**src/rtl/arb_pkg.sv**
```systemverilog
// Shared types and constants for the queued grant arbiter.
package arb_pkg;

    localparam int unsigned N_REQ = 4;
    localparam int unsigned ID_W  = 2;

    typedef enum logic [1:0] {
        IDLE,
        GRANT,
        RECOVER
    } arb_state_t;

    function automatic logic [N_REQ-1:0] onehot(input logic [ID_W-1:0] id);
        logic [N_REQ-1:0] v;
        v     = '0;
        v[id] = 1'b1;
        return v;
    endfunction

endpackage

```
**src/rtl/queued_grant_arbiter_id_queue.sv**
```systemverilog
// Ordered 4-entry id queue: one pop and a compacted ordered push list per cycle.
module id_queue
    import arb_pkg::*;
(
    input  logic             i_clk,
    input  logic             i_rst,
    input  logic             i_pop,
    input  logic             i_first_vld,
    input  logic [ID_W-1:0]  i_first_id,
    input  logic [N_REQ-1:0] i_push_mask,
    output logic [ID_W-1:0]  o_head,
    output logic [2:0]       o_count,
    output logic [N_REQ-1:0] o_pending
);

    logic [ID_W-1:0]  r_q [N_REQ];
    logic [2:0]       r_count;
    logic [N_REQ-1:0] r_pending;

    logic [ID_W-1:0]  w_q [N_REQ];
    logic [2:0]       w_count;
    logic [N_REQ-1:0] w_pending;

    // Pop shifts first; pushes then append behind whatever remains, in order.
    always_comb begin
        w_q       = r_q;
        w_count   = r_count;
        w_pending = r_pending;
        if (i_pop && r_count != 3'd0) begin
            w_pending = w_pending & ~onehot(r_q[0]);
            for (int unsigned i = 0; i < N_REQ - 1; i++) begin
                w_q[i] = r_q[i+1];
            end
            w_q[N_REQ-1] = '0;
            w_count      = w_count - 3'd1;
        end
        if (i_first_vld && w_count < 3'(N_REQ)) begin
            w_q[w_count[ID_W-1:0]] = i_first_id;
            w_pending              = w_pending | onehot(i_first_id);
            w_count                = w_count + 3'd1;
        end
        for (int unsigned i = 0; i < N_REQ; i++) begin
            if (i_push_mask[i] && w_count < 3'(N_REQ)) begin
                w_q[w_count[ID_W-1:0]] = ID_W'(i);
                w_pending              = w_pending | onehot(ID_W'(i));
                w_count                = w_count + 3'd1;
            end
        end
    end

    always_ff @(posedge i_clk or posedge i_rst) begin
        if (i_rst) begin
            for (int unsigned i = 0; i < N_REQ; i++) begin
                r_q[i] <= '0;
            end
            r_count   <= '0;
            r_pending <= '0;
        end else begin
            r_q       <= w_q;
            r_count   <= w_count;
            r_pending <= w_pending;
        end
    end

    assign o_head    = r_q[0];
    assign o_count   = r_count;
    assign o_pending = r_pending;

endmodule

```
**src/rtl/queued_grant_arbiter.sv**
```systemverilog
// Four-requester first-come arbiter with bounded hold time and timeout re-enqueue.
module queued_grant_arbiter
    import arb_pkg::*;
#(
    parameter int unsigned HOLD_MAX = 15
)
(
    input  logic             CLOCK,
    input  logic             RESET,
    input  logic [N_REQ-1:0] REQUEST,
    output logic [N_REQ-1:0] GRANT_O,
    output logic             BUSY,
    output logic [2:0]       QUEUE_COUNT,
    output logic             TIMEOUT
);

    localparam logic [7:0] HOLD_LAST = 8'(HOLD_MAX - 1);

    arb_state_t       r_state;
    logic [N_REQ-1:0] r_req_q;
    logic [N_REQ-1:0] r_grant;
    logic [ID_W-1:0]  r_owner;
    logic [7:0]       r_hold;
    logic             r_busy;
    logic             r_timeout;

    logic [ID_W-1:0]  w_head;
    logic [2:0]       w_count;
    logic [N_REQ-1:0] w_pending;
    logic [N_REQ-1:0] w_new_req;
    logic             w_pop;
    logic             w_owner_req;
    logic             w_requeue;

    // r_grant is non-zero only in GRANT, so it doubles as the owner mask.
    assign w_new_req   = REQUEST & ~r_req_q & ~w_pending & ~r_grant;
    assign w_owner_req = REQUEST[r_owner];
    assign w_pop       = (r_state == IDLE) && (w_count != 3'd0);
    assign w_requeue   = (r_state == GRANT) && w_owner_req && (r_hold == HOLD_LAST);

    id_queue u_queue (
        .i_clk       (CLOCK),
        .i_rst       (RESET),
        .i_pop       (w_pop),
        .i_first_vld (w_requeue),
        .i_first_id  (r_owner),
        .i_push_mask (w_new_req),
        .o_head      (w_head),
        .o_count     (w_count),
        .o_pending   (w_pending)
    );

    always_ff @(posedge CLOCK or posedge RESET) begin
        if (RESET) begin
            r_state   <= IDLE;
            r_req_q   <= '0;
            r_grant   <= '0;
            r_owner   <= '0;
            r_hold    <= '0;
            r_busy    <= 1'b0;
            r_timeout <= 1'b0;
        end else begin
            r_req_q   <= REQUEST;
            r_timeout <= 1'b0;
            case (r_state)
                IDLE: begin
                    if (w_pop && REQUEST[w_head]) begin
                        r_state <= GRANT;
                        r_owner <= w_head;
                        r_grant <= onehot(w_head);
                        r_busy  <= 1'b1;
                        r_hold  <= '0;
                    end
                end
                GRANT: begin
                    if (!w_owner_req) begin
                        r_state <= RECOVER;
                        r_grant <= '0;
                        r_busy  <= 1'b0;
                    end else if (r_hold == HOLD_LAST) begin
                        r_state   <= RECOVER;
                        r_grant   <= '0;
                        r_busy    <= 1'b0;
                        r_timeout <= 1'b1;
                    end else begin
                        r_hold <= r_hold + 8'd1;
                    end
                end
                RECOVER: r_state <= IDLE;
                default: r_state <= IDLE;
            endcase
        end
    end

    assign GRANT_O     = r_grant;
    assign BUSY        = r_busy;
    assign QUEUE_COUNT = w_count;
    assign TIMEOUT     = r_timeout;

endmodule

```
**config.mk**
```make
export PLATFORM = sky130hd
export DESIGN_NAME = queued_grant_arbiter
export DESIGN_NICKNAME = d
export VERILOG_FILES = /design/src/rtl/arb_pkg.sv /design/src/rtl/queued_grant_arbiter_id_queue.sv /design/src/rtl/queued_grant_arbiter.sv
export SDC_FILE = /design/constraint.sdc
export NUM_CORES = 1
export LEC_CHECK = 0
export CELL_PAD_IN_SITES_DETAIL_PLACEMENT = 1
export CELL_PAD_IN_SITES_GLOBAL_PLACEMENT = 2
export CORE_AREA = 2 2 87 89
export CTS_CLUSTER_DIAMETER = 150
export DETAILED_ROUTE_END_ITERATION = 8
export DIE_AREA = 0 0 89 91
export GPL_TIMING_DRIVEN = 0
export PLACE_DENSITY = 0.91
export RECOVER_POWER = 100
export SLEW_MARGIN = 20
export SYNTH_ARGS = -nofsm -noshare
export SYNTH_HDL_FRONTEND = slang
export SYNTH_HIERARCHICAL = 1
export SYNTH_SLANG_ARGS = --single-unit
```
**constraint.sdc**
```tcl
create_clock -name CLOCK -period 10.67 [get_ports CLOCK]
set_input_delay 2.6675 -clock CLOCK [delete_from_list [all_inputs] [get_ports CLOCK]]
set_output_delay 2.6675 -clock CLOCK [all_outputs]
set_load 0.02 [all_outputs]
```
# After elaboration in Yosys (flattened, before gate mapping)
# Index checks and enable logic that the tools add are counted.
dict set report word_totals {
  reg_bits 37
  out_inout_bits 9
}
dict set report classes {
  add_sub_neg 7
  magnitude_cmp 19
  n_eq_ne 6
  n_mux 56
  n_bitwise 23
  reduce_logical 24
}
# op n
set op_table {}
lappend op_table {{$mux 8} 9}
lappend op_table {{$and 4x4->4} 6}
lappend op_table {{$mux 4} 6}
lappend op_table {{$not 4->4} 6}
lappend op_table {{$mux 3} 7}
lappend op_table {{$demux 2 s2} 5}
lappend op_table {{$mux 2} 9}
lappend op_table {{$logic_and 1x1->1} 17}
lappend op_table {{$pmux 8 s2} 1}
lappend op_table {{$add 3x1->3 const B} 5}
lappend op_table {{$ge 3x3->1 const B} 5}
lappend op_table {{$lt 3x1->1 const B} 5}
lappend op_table {{$lt 3x3->1 const B} 5}
lappend op_table {{$not 2->3} 5}
lappend op_table {{$or 4x4->4} 3}
lappend op_table {{$mux 1} 11}
lappend op_table {{$add 8x1->8 const B} 1}
lappend op_table {{$and 8x8->8} 1}
lappend op_table {{$bwmux 8} 1}
lappend op_table {{$eq 8x4->1 const B} 1}
lappend op_table {{$not 8->8} 1}
lappend op_table {{$or 8x8->8} 1}
lappend op_table {{$pmux 4 s2} 1}
lappend op_table {{$lt 2x3->1 const B} 2}
lappend op_table {{other kinds (16)} 21}

# Depth between registers and ports, before layout
# Gate-level depths: netlist of the first run.
dict set report logic_depth {
  word_depth 23
  ltp_mapped 23
}

# Cells and area by module
# The synthesis of the first run kept the hierarchy.
# module n_inst cells_per_inst area_per_inst_um2 seq_area_each_um2
set modules_own_cells {}
lappend modules_own_cells {id_queue 1 222 1791.7 375.4}
lappend modules_own_cells {queued_grant_arbiter 1 101 1069.8 550.5}

# Worst setup path before layout of the first run
# No wires, ideal clock.
dict set report synth_path {
  path_type {input-to-reg}
  start {input REQUEST[3]}
  end {register u_queue.r_q (netlist bit u_queue/o_head[0])}
  setup_ns 0.086
  t_arrival_ns 6.434
  slack_ns 4.151
  path_stages 20
  n_path_buf 0
  cell_sequence {mux2i_1 o22a_1 nor2_1 o21ai_1 o221a_4 xnor2_4 inv_1 ha_1 a2bb2oi_1 and2_1 ha_1 a22o_1 ha_1 nand2_1 nand3_1 nor3b_2 o21ai_4 nor2_1 nand3_1 a32oi_1}
}
# element line_no
set synth_lines {}
lappend synth_lines {{start, declared} queued_grant_arbiter.sv:10} ;# input logic [N_REQ-1:0] REQUEST,
lappend synth_lines {{end signal, assigned} queued_grant_arbiter_id_queue.sv:59} ;# r_q <= w_q;
lappend synth_lines {{end, declared} queued_grant_arbiter_id_queue.sv:16} ;# logic [ID_W-1:0] r_q [N_REQ];

# Final worst setup path of the first run
dict set report layout_path {
  start {input REQUEST[1]}
  end {register u_queue.r_count[1], in the netlist u_queue/o_count[1]}
}
dict set report layout_between {
  elab_chain_cells 18
  word_cells_on_any_way 25
}
# element line_no
set layout_lines {}
lappend layout_lines {{$bmux 1 s2 *} queued_grant_arbiter.sv:37} ;# assign w_owner_req = REQUEST[r_owner];
lappend layout_lines {{$mux 1 (not written as such) *} queued_grant_arbiter.sv:37}
lappend layout_lines {{$logic_and 1x1->1 * (2 in a row)} queued_grant_arbiter.sv:39} ;# assign w_requeue = (r_state == GRANT) && w_owner_req && (r_hold == HOLD_LAST);
lappend layout_lines {{via w_requeue} queued_grant_arbiter.sv:33} ;# logic w_requeue;
lappend layout_lines {{$logic_and 1x1->1 *} queued_grant_arbiter_id_queue.sv:37} ;# if (i_first_vld && w_count < 3'(N_REQ)) begin
lappend layout_lines {{$mux 3 *} queued_grant_arbiter_id_queue.sv:37}
lappend layout_lines {{$lt 3x3->1} queued_grant_arbiter_id_queue.sv:43} ;# if (i_push_mask[i] && w_count < 3'(N_REQ)) begin
lappend layout_lines {{$logic_and 1x1->1} queued_grant_arbiter_id_queue.sv:43}
lappend layout_lines {{[3 not listed]} n/a}
lappend layout_lines {{$mux 3 *} queued_grant_arbiter_id_queue.sv:43}
lappend layout_lines {{$lt 3x3->1} queued_grant_arbiter_id_queue.sv:43}
lappend layout_lines {{$logic_and 1x1->1} queued_grant_arbiter_id_queue.sv:43}
lappend layout_lines {{$mux 3 *} queued_grant_arbiter_id_queue.sv:43}
lappend layout_lines {{$lt 3x3->1} queued_grant_arbiter_id_queue.sv:43}
lappend layout_lines {{$logic_and 1x1->1} queued_grant_arbiter_id_queue.sv:43}
lappend layout_lines {{$mux 3 *} queued_grant_arbiter_id_queue.sv:43}
lappend layout_lines {{via u_queue.w_count[1]} queued_grant_arbiter_id_queue.sv:21} ;# logic [2:0] w_count;
lappend layout_lines {{end signal, assigned} queued_grant_arbiter_id_queue.sv:60} ;# r_count <= w_count;
lappend layout_lines {{end, declared} queued_grant_arbiter_id_queue.sv:17} ;# logic [2:0] r_count;
# Mark *: on every way through the listed nets, which the timed path passes. The rest lies on a longest branch. The select of a mux whose other input is x is not followed.
# A chain may end at the register's enable or synchronous reset.

==> results of run 1 <==
==> through the flow <==
stage	hold WS [ns]	cell area, sq um	setup WS, ns
6_report	0.515	3200	2.02
5_1_grt	0.556	3200	1.46
4_1_cts	0.521	3250	2.91
3_5_place_dp	0.504	3140	2.66
3_3_place_gp	0.483	3130	2.70
2_1_floorplan	0.462	2860	4.15
==> cells in the mapped netlist, drive strengths merged (2+ instances only) <==
| cell type | instances |
|---|---|
| a211oi | 7 |
| a21boi | 2 |
| a21oi | 15 |
| a221oi | 2 |
| a22o | 4 |
| a31oi | 5 |
| a32oi | 3 |
| and2 | 6 |
| and3 | 3 |
| buf | 9 |
| clkbuf | 3 |
| dfrtp | 37 |
| ha | 16 |
| inv | 20 |
| mux2 | 5 |
| mux2i | 8 |
| nand2 | 54 |
| nand2b | 3 |
| nand3 | 18 |
| nand3b | 2 |
| nand4 | 3 |
| nor2 | 16 |
| nor2b | 3 |
| nor3 | 3 |
| nor4b | 7 |
| o211ai | 4 |
| o21a | 5 |
| o21ai | 17 |
| o22ai | 3 |
| o2bb2ai | 2 |
| o31ai | 4 |
| o32ai | 4 |
| or3 | 3 |
| xnor2 | 5 |
| xor2 | 2 |
==> area by class of cell <==
class                   instances  share of cell area (%)
plain buffers                  12                    2.46
well taps                      99                    3.87
clock buffers                   7                    2.69
inverters                      20                    2.34
repair buffers                 14                    4.37
flip-flops and latches         37                    28.9
multi-input cells             254                    54.4
clock inverters                 1                   0.937
==> sequential cells by signal (all words and copies together), names as in the netlist <==
signal             flops
r_state                2
u_queue/o_count        3
u_queue/o_pending      4
r_hold                 8
GRANT_O                4
BUSY                   1
TIMEOUT                1
u_queue/r_q            6
r_req_q                4
r_owner                2
u_queue/o_head         2
==> metal layers <==
layer / global-route usage, % / vias to the layer above / part of all wire, %
met4: 4.98 / 0 / 2.1
met1: 28.9 / 1270 / 47
met2: 33.1 / 35 / 48
li1: - / 1224 / -
met5: 0 / - / 0
met3: 3.09 / 10 / 2.4
==> power by group through the flow <==
| stage | clock [uW] | sequential, uW | combinational [uW] |
|---|---|---|---|
| after CTS | 128 | 232 | 773 |
| final | 126 | 230 | 750 |
| after global placement | 0 | 231 | 750 |
| after global routing | 134 | 237 | 826 |
| after floorplan | 0 | 235 | 553 |
| after detailed placement | 0 | 234 | 767 |
==> worst paths after layout <==
check | end | slack [ns] | cells after the start
worst max-delay path | u_queue/o_count[1] | 2.02 | 21
min in group asynchronous | u_queue/o_head[0] | 2.91 | 2
worst min-delay path | BUSY | 0.52 | 2
max in group asynchronous | r_hold[4] | 7.10 | 2
worst max register to register | u_queue/o_count[1] | 3.92 | 23
worst min register to register | BUSY | 0.52 | 2
==> cells by family (layout without fill, tap and decap cells) <==
logic type | count (synthesis) | in the layout | share of synthesized area (%)
compound gates | 88 | 88 | 23.8
xor+xnor | 7 | 7 | 3.06
fa+ha+maj | 16 | 16 | 7.00
buf+inv | 32 | 54 | 5.38
flops | 37 | 37 | 32.4
mux | 14 | 14 | 5.68
simple gates | 129 | 129 | 22.7
==> worst max-delay path: cells and delay by family <==
family | cells | cell delay [ns]
compound gates | 8 | 1.89
simple gates | 6 | 1.75
fa+ha+maj | 3 | 0.89
buf+inv | 2 | 0.78
xor+xnor | 1 | 0.77
mux | 1 | 0.13
==> metrics.yaml, run 1 <==
ioPinCount: 15
synth_warnings: 6
path_clk_slew_ns: 0.07
synthArstFlopShare_pct: 100
clockRootBuffer: "clkbuf_8"
drt_iter0_markers: 112
ys_types: 70
setup_viol: 0
grt_pass1_vias: 2589
cts_inserted_buffers: 5
ys_top_cells_by_area: "dfrtp_1 (32%), nand2_1 (7.1%), ha_1 (7.0%)"
mostFrequentLayoutCell: "nand2_1"
max_slew.worst_pin.slew_ns: 0.985
clockBufferDepth: 2
cp_cell_sequence: "dlygate4sd3_1 -> mux2i_1 -> o22a_1 -> nor2_1 -> o21ai_0 -> o221a_4 -> xnor2_1 -> inv_1 -> ha_1 -> a2bb2oi_1 -> and2_0 -> ha_1 -> a22o_1 -> ha_1 -> nand2_1 -> nand3_1 -> nor3b_1 -> o21ai_4 -> nor2_1 -> o32a_1 -> o21a_1"
r2r_start: "r_hold[0]"
intPower_uw: 547
clock_sinks: 37
mostFrequentLayoutCells: "nand2_1 (54), dfrtp_1 (37), inv_1 (20), nand3_1 (18), ha_1 (16)"
syn-num-nets: 345
gp_congestion: 0.870
p_per_area_nw_per_um2: 345
routed_wl_microns: 7940
drc: 0
finalHoldViolations: 0
grt_pass1_wl_microns: 13000
antenna_found_initial: 0
slew_headroom_pct: 33.8
grt_max_degree: 23
antenna_left: 0
cts-hold-fix-buffers: 0
ys_seq_elements: 37
switching_share_pct: 50.5
leakage_uw: 0.00137
seqPwrFrac_pct: 20.8
fin_cells: 444
critPathRequiredTime_ns: 10.89
grtUsageTotal_pct: 20.6
fmax_ghz: 0.116
total_power_uw: 1110
netlist_instances: 323
ys.flop_type: "dfrtp_1"
multi_input_area_sq_um: 1740
fp.dieW_microns: 89
combPwrFrac_pct: 67.8
die_h_microns: 91
clock_latency_ns: 0.29
max_stage_delay_ns: 0.77
skew_ns: 0.00492
core_region_area_sq_um: 7140
wire_per_inst_microns: 17.9
period_needed_ns: 8.65
dp.cells: 436
crit_path_top_delay_cell: "xnor2_1"
arrival_ns: 8.87
start_kind: "primary input"
cts_tree: "built"
final_nets: 366
path_class: "primary input to register"
setup.worst_path.end_class: "register"
period_share_pct: 81.1
status: "completed"
synth_top_cell_by_area: "dfrtp_1"
n_antenna_cell: 0
synthesis.area_sq_um: 2860
postLayoutCoreUtil_pct: 44.9
htreeDepth: 2
syn_area_per_cell_sq_um: 8.86
pwr-share-clk_pct: 11.4
synth-edff-count: 0
num_rows: 31
slew_viol_final: 0
die_area_sq_um: 8100
fin_tns_setup_ns: 0
crit_top_cell: "ha_1"
firstDrtPassIters: 4
vias: 2539
regArea_sq_um: 926
drive_above_1_share_pct: 9.86
vias_per_cell: 5.72
place_hpwl_microns: 6120
port_buffers: 14
area_growth_pct: 12.0
p_switching_uw: 558
critPathMaxFanout: 10
grt_setup_unrepaired: "no"
grt_overflow: 0
synth_top_area_share_pct: 32.4
crit_path_start: "REQUEST[1]"
hp-start: "BUSY"
synth-seq-area-share_pct: 32.4
cts_setup_buffers: 0
ir_drop_mv: 0.261
hp-class: "register to register"
initial_utilization_pct: 40.1
maxCapViolCount: 0
cts-resized-gates: 0
fillers: 887
No activity file was read; power rests on OpenSTA's default activity.
==> inputs of run 2 (changes only) <==
Settings changed: CORE_AREA 2 2 87 89 to 2 2 90 92, DIE_AREA 0 0 89 91 to 0 0 92 94, PLACE_DENSITY 0.91 to 0.86.
Clock period 10.67 ns to 8.91 ns, I/O delays scaled along.
==> run 2 against run 1 <==
  * Critical path depth unchanged
  * Via count down 0.71%
  * Count of clock-buffer cells in the layout down 1
  * Core utilization down 3.0 points
  * Global-route usage up 0.067 points
  * Non-clock buffer count unchanged
  * Register-to-register slack worse by 1.2 ns
  * Clock skew up 0.0069 ns
  * Total power up 17%
  * Routed wire length up 3.5%
  * Hold slack worse by 0.0081 ns
==> metrics.yaml, run 2 (synthesis results as in run 1) <==
mostFrequentLayoutCell: "nand2_1"  # unchanged
regMostFlops: "r_hold"  # unchanged
grt_max_degree: 23  # unchanged
initial_utilization_pct: 37.6  # was 40.1%
largest_reg_flops: 8  # unchanged
crit_path_top_delay_cell: "dlygate4sd3_1"  # was xnor2_1
drt_iter0_markers: 137  # was 112
critPathRequiredTime_ns: 9.08  # was 10.89 ns
dp_slack_ns: 1.30  # was 2.66 ns
gp_congestion: 0.869  # was 0.870
firstDrtPassIters: 4  # unchanged
routed_wl_microns: 8220  # was 7940 microns
htreeDepth: 2  # unchanged
rrSetupSlack_ns: 2.69  # was 3.92 ns
path_class: "primary input to register"  # unchanged
grtUsageTotal_pct: 20.7  # was 20.6%
fin_area_sq_um: 3180  # was 3200 sq um
r2r_start: "r_hold[0]"  # unchanged
antenna_left: 0  # unchanged
p_per_area_nw_per_um2: 406  # was 345 nW/um^2
port_buffers: 14  # unchanged
n_antenna_cell: 0  # unchanged
vias: 2521  # was 2,539
drc: 0  # unchanged
clockBufferDepth: 2  # unchanged
p_switching_uw: 668  # was 558 uW
grt_pass1_wl_microns: 14100  # was 13,000 microns
final_nets: 366  # unchanged
antenna_found_initial: 0  # unchanged
vias_per_cell: 5.64  # was 5.72
mostFrequentLayoutCells: "nand2_1 (54), dfrtp_1 (37), inv_1 (20), nand3_1 (18), ha_1 (16)"  # unchanged
area_growth_pct: 11.3  # was 12.0%
core_region_area_sq_um: 7610  # was 7140 sq um
skew_ns: 0.0118  # was 0.00492 ns
cp_cell_sequence: "dlygate4sd3_1 -> mux2i_1 -> o22a_1 -> nor2_1 -> o21ai_0 -> o221a_1 -> xnor2_4 -> inv_1 -> ha_1 -> a2bb2oi_1 -> and2_0 -> ha_1 -> a22o_1 -> ha_1 -> nand2_1 -> nand3_1 -> nor3b_1 -> o21ai_4 -> nor2_1 -> nand3_1 -> a32oi_1"  # was dlygate4sd3_1 -> mux2i_1 -> o22a_1 -> nor2_1 -> o21ai_0 -> o221a_4 -> xnor2_1 -> inv_1 -> ha_1 -> a2bb2oi_1 -> and2_0 -> ha_1 -> a22o_1 -> ha_1 -> nand2_1 -> nand3_1 -> nor3b_1 -> o21ai_4 -> nor2_1 -> o32a_1 -> o21a_1
clockRootBuffer: "clkbuf_8"  # unchanged
leakage_uw: 0.00135  # was 0.00137 uW
fin_tns_setup_ns: 0  # unchanged
finalHoldViolations: 0  # unchanged
setup.worst_path.end_class: "register"  # unchanged
setup_viol: 0  # unchanged
fp.dieW_microns: 92  # was 89 microns
max_slew.worst_pin.slew_ns: 0.840  # was 0.985 ns
grt_overflow: 0  # unchanged
max_stage_delay_ns: 0.61  # was 0.77 ns
clock_latency_ns: 0.29  # about the same
wire_per_inst_microns: 18.4  # was 17.9 microns
status: "completed"  # unchanged
switching_share_pct: 51.7  # was 50.5%
slew_headroom_pct: 43.2  # was 33.8%
cts_inserted_buffers: 5  # unchanged
ff2ff_path_depth: 23  # unchanged
ioPinCount: 15  # unchanged
critPathMaxFanout: 10  # unchanged
maxCapViolCount: 0  # unchanged
die_h_microns: 94  # was 91 microns
biggestRegsByFlops: "r_hold (8), u_queue/r_q (6)"  # unchanged
fin_ws_ns: 1.20  # was 2.02 ns
hp-class: "register to register"  # unchanged
clock_sinks: 37  # unchanged
grt_pass1_vias: 2669  # was 2,589
ir_drop_mv: 0.281  # was 0.261 mV
fmax_ghz: 0.130
postLayoutCoreUtil_pct: 41.9  # was 44.9%
cts_setup_buffers: 0  # unchanged
total_power_uw: 1290  # was 1110 uW
r2r-end: "u_queue/o_head[0]"  # was u_queue/o_count[1]
slew_viol_final: 0  # unchanged
place_hpwl_microns: 6540  # was 6120 microns
start_kind: "primary input"  # unchanged
period_needed_ns: 7.71
arrival_ns: 7.88  # was 8.87 ns
num_rows: 32  # was 31
cts_tree: "built"  # unchanged
crit_path_start: "REQUEST[3]"  # was REQUEST[1]
pwr-share-clk_pct: 8.8  # was 11.4%
drive_above_1_share_pct: 9.86  # unchanged
period_share_pct: 86.5
intPower_uw: 624  # was 547 uW
place_area_sq_um: 3140  # about the same
cts-hold-fix-buffers: 0  # unchanged
crit_top_cell: "ha_1"  # unchanged
seqPwrFrac_pct: 21.5  # was 20.8%
cts-resized-gates: 0  # unchanged
grt_setup_unrepaired: "no"  # unchanged
path_clk_slew_ns: 0.07  # about the same
combPwrFrac_pct: 69.7  # was 67.8%
die_area_sq_um: 8650  # was 8100 sq um
worstSetupEndpoint: "u_queue/o_head[0]"  # was u_queue/o_count[1]
## run 2: cell type report
class,count,area [sq um]
plain buffers,12,78.8
clock buffers,6,72.6
clock inverters,2,10.0
fillers,925,4420
inverters,20,75.1
multi-input cells,254,1750
flip-flops and latches,37,926
well taps,102,128
repair buffers,14,140
## run 2: stage by stage
step | hold WS, ns | cells
floorplan | 0.462 | 323
global placement | 0.484 | 439
detailed placement | 0.493 | 439
CTS | 0.510 | 447
global route | 0.549 | 447
finish | 0.507 | 447
## run 2: worst min path at each step
stage / startpoint / to / slack (ns) / cells after the start
after floorplan: u_queue/o_pending[0] / u_queue/o_pending[0] / 0.46 / 2
after global placement: u_queue/o_pending[1] / u_queue/o_pending[1] / 0.48 / 2
after detailed placement: u_queue/o_pending[0] / u_queue/o_pending[0] / 0.49 / 2
after CTS: u_queue/o_pending[3] / u_queue/o_pending[3] / 0.51 / 2
after global routing: u_queue/o_pending[1] / u_queue/o_pending[1] / 0.55 / 2
final: u_queue/o_pending[3] / u_queue/o_pending[3] / 0.51 / 2
## run 2: power by group through the flow
stage	logic, uW	registers [uW]	clock network [uW]
4_1_cts	924	278	117
3_5_place_dp	919	282	0
5_1_grt	1000	287	125
3_3_place_gp	899	279	0
2_1_floorplan	663	282	0
6_report	900	278	114
## run 2: per-layer routing
layer | GRT usage, % | wire length [microns]
met1 | 27.8 | 3980
met2 | 35.9 | 3990
met3 | 2.33 | 177
met4 | 4.48 | 72
met5 | 0 | 0
## run 2: worst max-delay path: cells and delay by family
family	cells	cell delay (ns)
XOR/XNOR	1	0.38
AO/OA/AOI/OAI	7	1.78
multiplexers	1	0.12
adder cells (fa/ha/maj)	3	0.87
AND/OR/NAND/NOR	7	1.77
buffers and inverters	2	0.73
==> inputs of run 3 (changes only) <==
Settings changed: CORE_AREA 2 2 90 92 to 8 8 96 98, DIE_AREA 0 0 92 94 to 0 0 104 106, RECOVER_POWER 100 to default.
==> run 3 against run 2 <==
  * Clock power grew 8%
  * Total power grew 3.3%
  * Die area grew 27%
  * Clock skew grew 0.0017 ns
  * Global-route usage shrank 4.8 points
  * Flip-flop and latch count is the same
  * Sequential power is essentially flat
  * Final area grew 1.5%
  * Worst setup slack gained 0.37 ns
  * Critical path type unchanged
  * Largest power group unchanged
==> metrics.yaml, run 3 (synthesis results as in run 1) <==
status: "completed"  # unchanged
drive_above_1_share_pct: 11.6  # was 9.86%
place_area_sq_um: 3150  # was 3140 sq um
intPower_uw: 639  # was 624 uW
drc: 0  # unchanged
timing.hold.ws_ns: 0.515  # was 0.507 ns
area_growth_pct: 13.0  # was 11.3%
vias_per_cell: 5.76  # was 5.64
fin_cells: 450  # was 447
path_class: "primary input to register"  # unchanged
n_antenna_cell: 0  # unchanged
max_slew.worst_pin.slew_ns: 0.862  # was 0.840 ns
mostFrequentLayoutCell: "nand2_1"  # unchanged
skew_ns: 0.0135  # was 0.0118 ns
port_buffers: 14  # unchanged
crit_top_cell: "ha_1"  # unchanged
grtUsageTotal_pct: 15.9  # was 20.7%
period_share_pct: 82.4  # was 86.5%
cts_inserted_buffers: 5  # unchanged
cp_cell_sequence: "clkdlybuf4s50_1 -> mux2i_1 -> o22a_1 -> nor2_1 -> o21ai_1 -> o221a_4 -> xnor2_4 -> inv_1 -> ha_1 -> a2bb2oi_1 -> and2_1 -> ha_1 -> a22o_1 -> ha_1 -> nand2_1 -> nand3_1 -> nor3b_2 -> o21ai_4 -> nor2_1 -> nand3_1 -> a32oi_1"  # was dlygate4sd3_1 -> mux2i_1 -> o22a_1 -> nor2_1 -> o21ai_0 -> o221a_1 -> xnor2_4 -> inv_1 -> ha_1 -> a2bb2oi_1 -> and2_0 -> ha_1 -> a22o_1 -> ha_1 -> nand2_1 -> nand3_1 -> nor3b_1 -> o21ai_4 -> nor2_1 -> nand3_1 -> a32oi_1
antenna_left: 0  # unchanged
ioPinCount: 15  # unchanged
combPwrFrac_pct: 69.8  # was 69.7%
hold_depth: 2  # unchanged
crit_path_top_delay_cell: "clkdlybuf4s50_1"  # was dlygate4sd3_1
setup.worst_path.end_class: "register"  # unchanged
final_nets: 366  # unchanged
clockRootBuffer: "clkbuf_8"  # unchanged
p_switching_uw: 696  # was 668 uW
mostFrequentLayoutCells: "nand2_1 (54), dfrtp_1 (37), inv_1 (20), nand3_1 (18), ha_1 (16)"  # unchanged
arrival_ns: 7.55  # was 7.88 ns
core_region_area_sq_um: 7850  # was 7610 sq um
finalHoldViolations: 0  # unchanged
max_stage_delay_ns: 0.55  # was 0.61 ns
cts-hold-fix-buffers: 0  # unchanged
critPathRequiredTime_ns: 9.12  # was 9.08 ns
clockBufferDepth: 2  # unchanged
largest_reg_flops: 8  # unchanged
critPathMaxFanout: 10  # unchanged
clock_sinks: 37  # unchanged
cts_tree: "built"  # unchanged
hp-start: "BUSY"  # was u_queue/o_pending[3]
slew_headroom_pct: 42.5  # was 43.2%
switching_share_pct: 52.1  # was 51.7%
fin_area_sq_um: 3230  # was 3180 sq um
r2r-end: "u_queue/o_head[0]"  # unchanged
grt_pass1_vias: 2721  # was 2,669
firstDrtPassIters: 4  # unchanged
maxCapViolCount: 0  # unchanged
cts-resized-gates: 0  # unchanged
num_rows: 33  # was 32
setup_viol: 0  # unchanged
ff2ff_path_depth: 23  # unchanged
total_power_uw: 1330  # was 1290 uW
ir_drop_mv: 0.120  # was 0.281 mV
die_h_microns: 106  # was 94 microns
regMostFlops: "r_hold"  # unchanged
grt_overflow: 0  # unchanged
seqPwrFrac_pct: 21.0  # was 21.5%
period_needed_ns: 7.34  # was 7.71 ns
dp.cells: 442  # was 439
r2r_start: "r_hold[0]"  # unchanged
gp_congestion: 0.859  # was 0.869
cts_setup_buffers: 0  # unchanged
grt_setup_unrepaired: "no"  # unchanged
hp-class: "register to register"  # unchanged
clock_latency_ns: 0.31  # was 0.29 ns
p_per_area_nw_per_um2: 413  # was 406 nW/um^2
start_kind: "primary input"  # unchanged
fin_tns_setup_ns: 0  # unchanged
slew_viol_final: 0  # unchanged
fmax_ghz: 0.136  # was 0.130 GHz
grt_max_degree: 23  # unchanged
drt_iter0_markers: 153  # was 137
routed_wl_microns: 8650  # was 8220 microns
vias: 2593  # was 2,521
leakage_uw: 0.00134  # was 0.00135 uW
htreeDepth: 2  # unchanged
biggestRegsByFlops: "r_hold (8), u_queue/r_q (6)"  # unchanged
path_clk_slew_ns: 0.09  # was 0.07 ns
initial_utilization_pct: 36.5  # was 37.6%
rrSetupSlack_ns: 2.97  # was 2.69 ns
die_area_sq_um: 11000  # was 8650 sq um
pwr-share-clk_pct: 9.2  # was 8.8%
hold_end: "BUSY"  # was u_queue/o_pending[3]
grt_pass1_wl_microns: 14100  # unchanged
antenna_found_initial: 0  # unchanged
wire_per_inst_microns: 19.2  # was 18.4 microns
fp.dieW_microns: 104  # was 92 microns
place_hpwl_microns: 6690  # was 6540 microns
-- run 3: layout make-up --
type                            instances  area, sq um
Fill cell                             940         4610
Multi-Input combinational cell        254         1790
Sequential cell                        37          926
Timing Repair Buffer                   14          140
Tap cell                              105          131
Buffer                                 12         78.8
Inverter                               20         75.1
Clock buffer                            6         72.6
Clock inverter                          2         15.0
-- run 3: layer usage --
metal  part of all wire (%)  GRT usage [%]
met3                    3.1           2.12
met4                    1.5           5.27
met5                      0              0
met1                     44           19.1
met2                     52           28.6
-- run 3: how the worst max path moves through the flow --
| stage | start | endpoint | depth (start not counted) |
|---|---|---|---|
| 2_1_floorplan | REQUEST[3] | u_queue/o_head[0] | 20 |
| 3_3_place_gp | REQUEST[3] | u_queue/o_count[1] | 21 |
| 3_5_place_dp | REQUEST[3] | u_queue/o_head[0] | 21 |
| 4_1_cts | REQUEST[3] | u_queue/o_head[0] | 21 |
| 5_1_grt | REQUEST[3] | u_queue/o_head[0] | 21 |
| 6_report | REQUEST[3] | u_queue/o_head[0] | 21 |
-- run 3: power by group through the flow --
stage / Combinational (uW) / Clock (uW) / Sequential [uW]
6_report: 931 / 123 / 281
3_5_place_dp: 922 / 0 / 283
5_1_grt: 1020 / 133 / 290
2_1_floorplan: 663 / 0 / 282
3_3_place_gp: 901 / 0 / 279
4_1_cts: 932 / 127 / 281
-- run 3: per-stage QoR --
| step | worst slack [ns] | utilization (%) |
|---|---|---|
| 2_1_floorplan | 2.83 | - |
| 3_3_place_gp | 1.39 | 39.9 |
| 3_5_place_dp | 1.34 | 40.1 |
| 4_1_cts | 1.61 | 41.2 |
| 5_1_grt | 1.25 | 41.2 |
| 6_report | 1.57 | 41.2 |
-- run 3: worst max-delay path, delay by kind of cell --
family	cells	cell delay, ns
compound gates	7	1.64
xor+xnor	1	0.33
fa+ha+maj	3	0.86
buf+inv	2	0.67
mux	1	0.14
simple gates	7	1.67
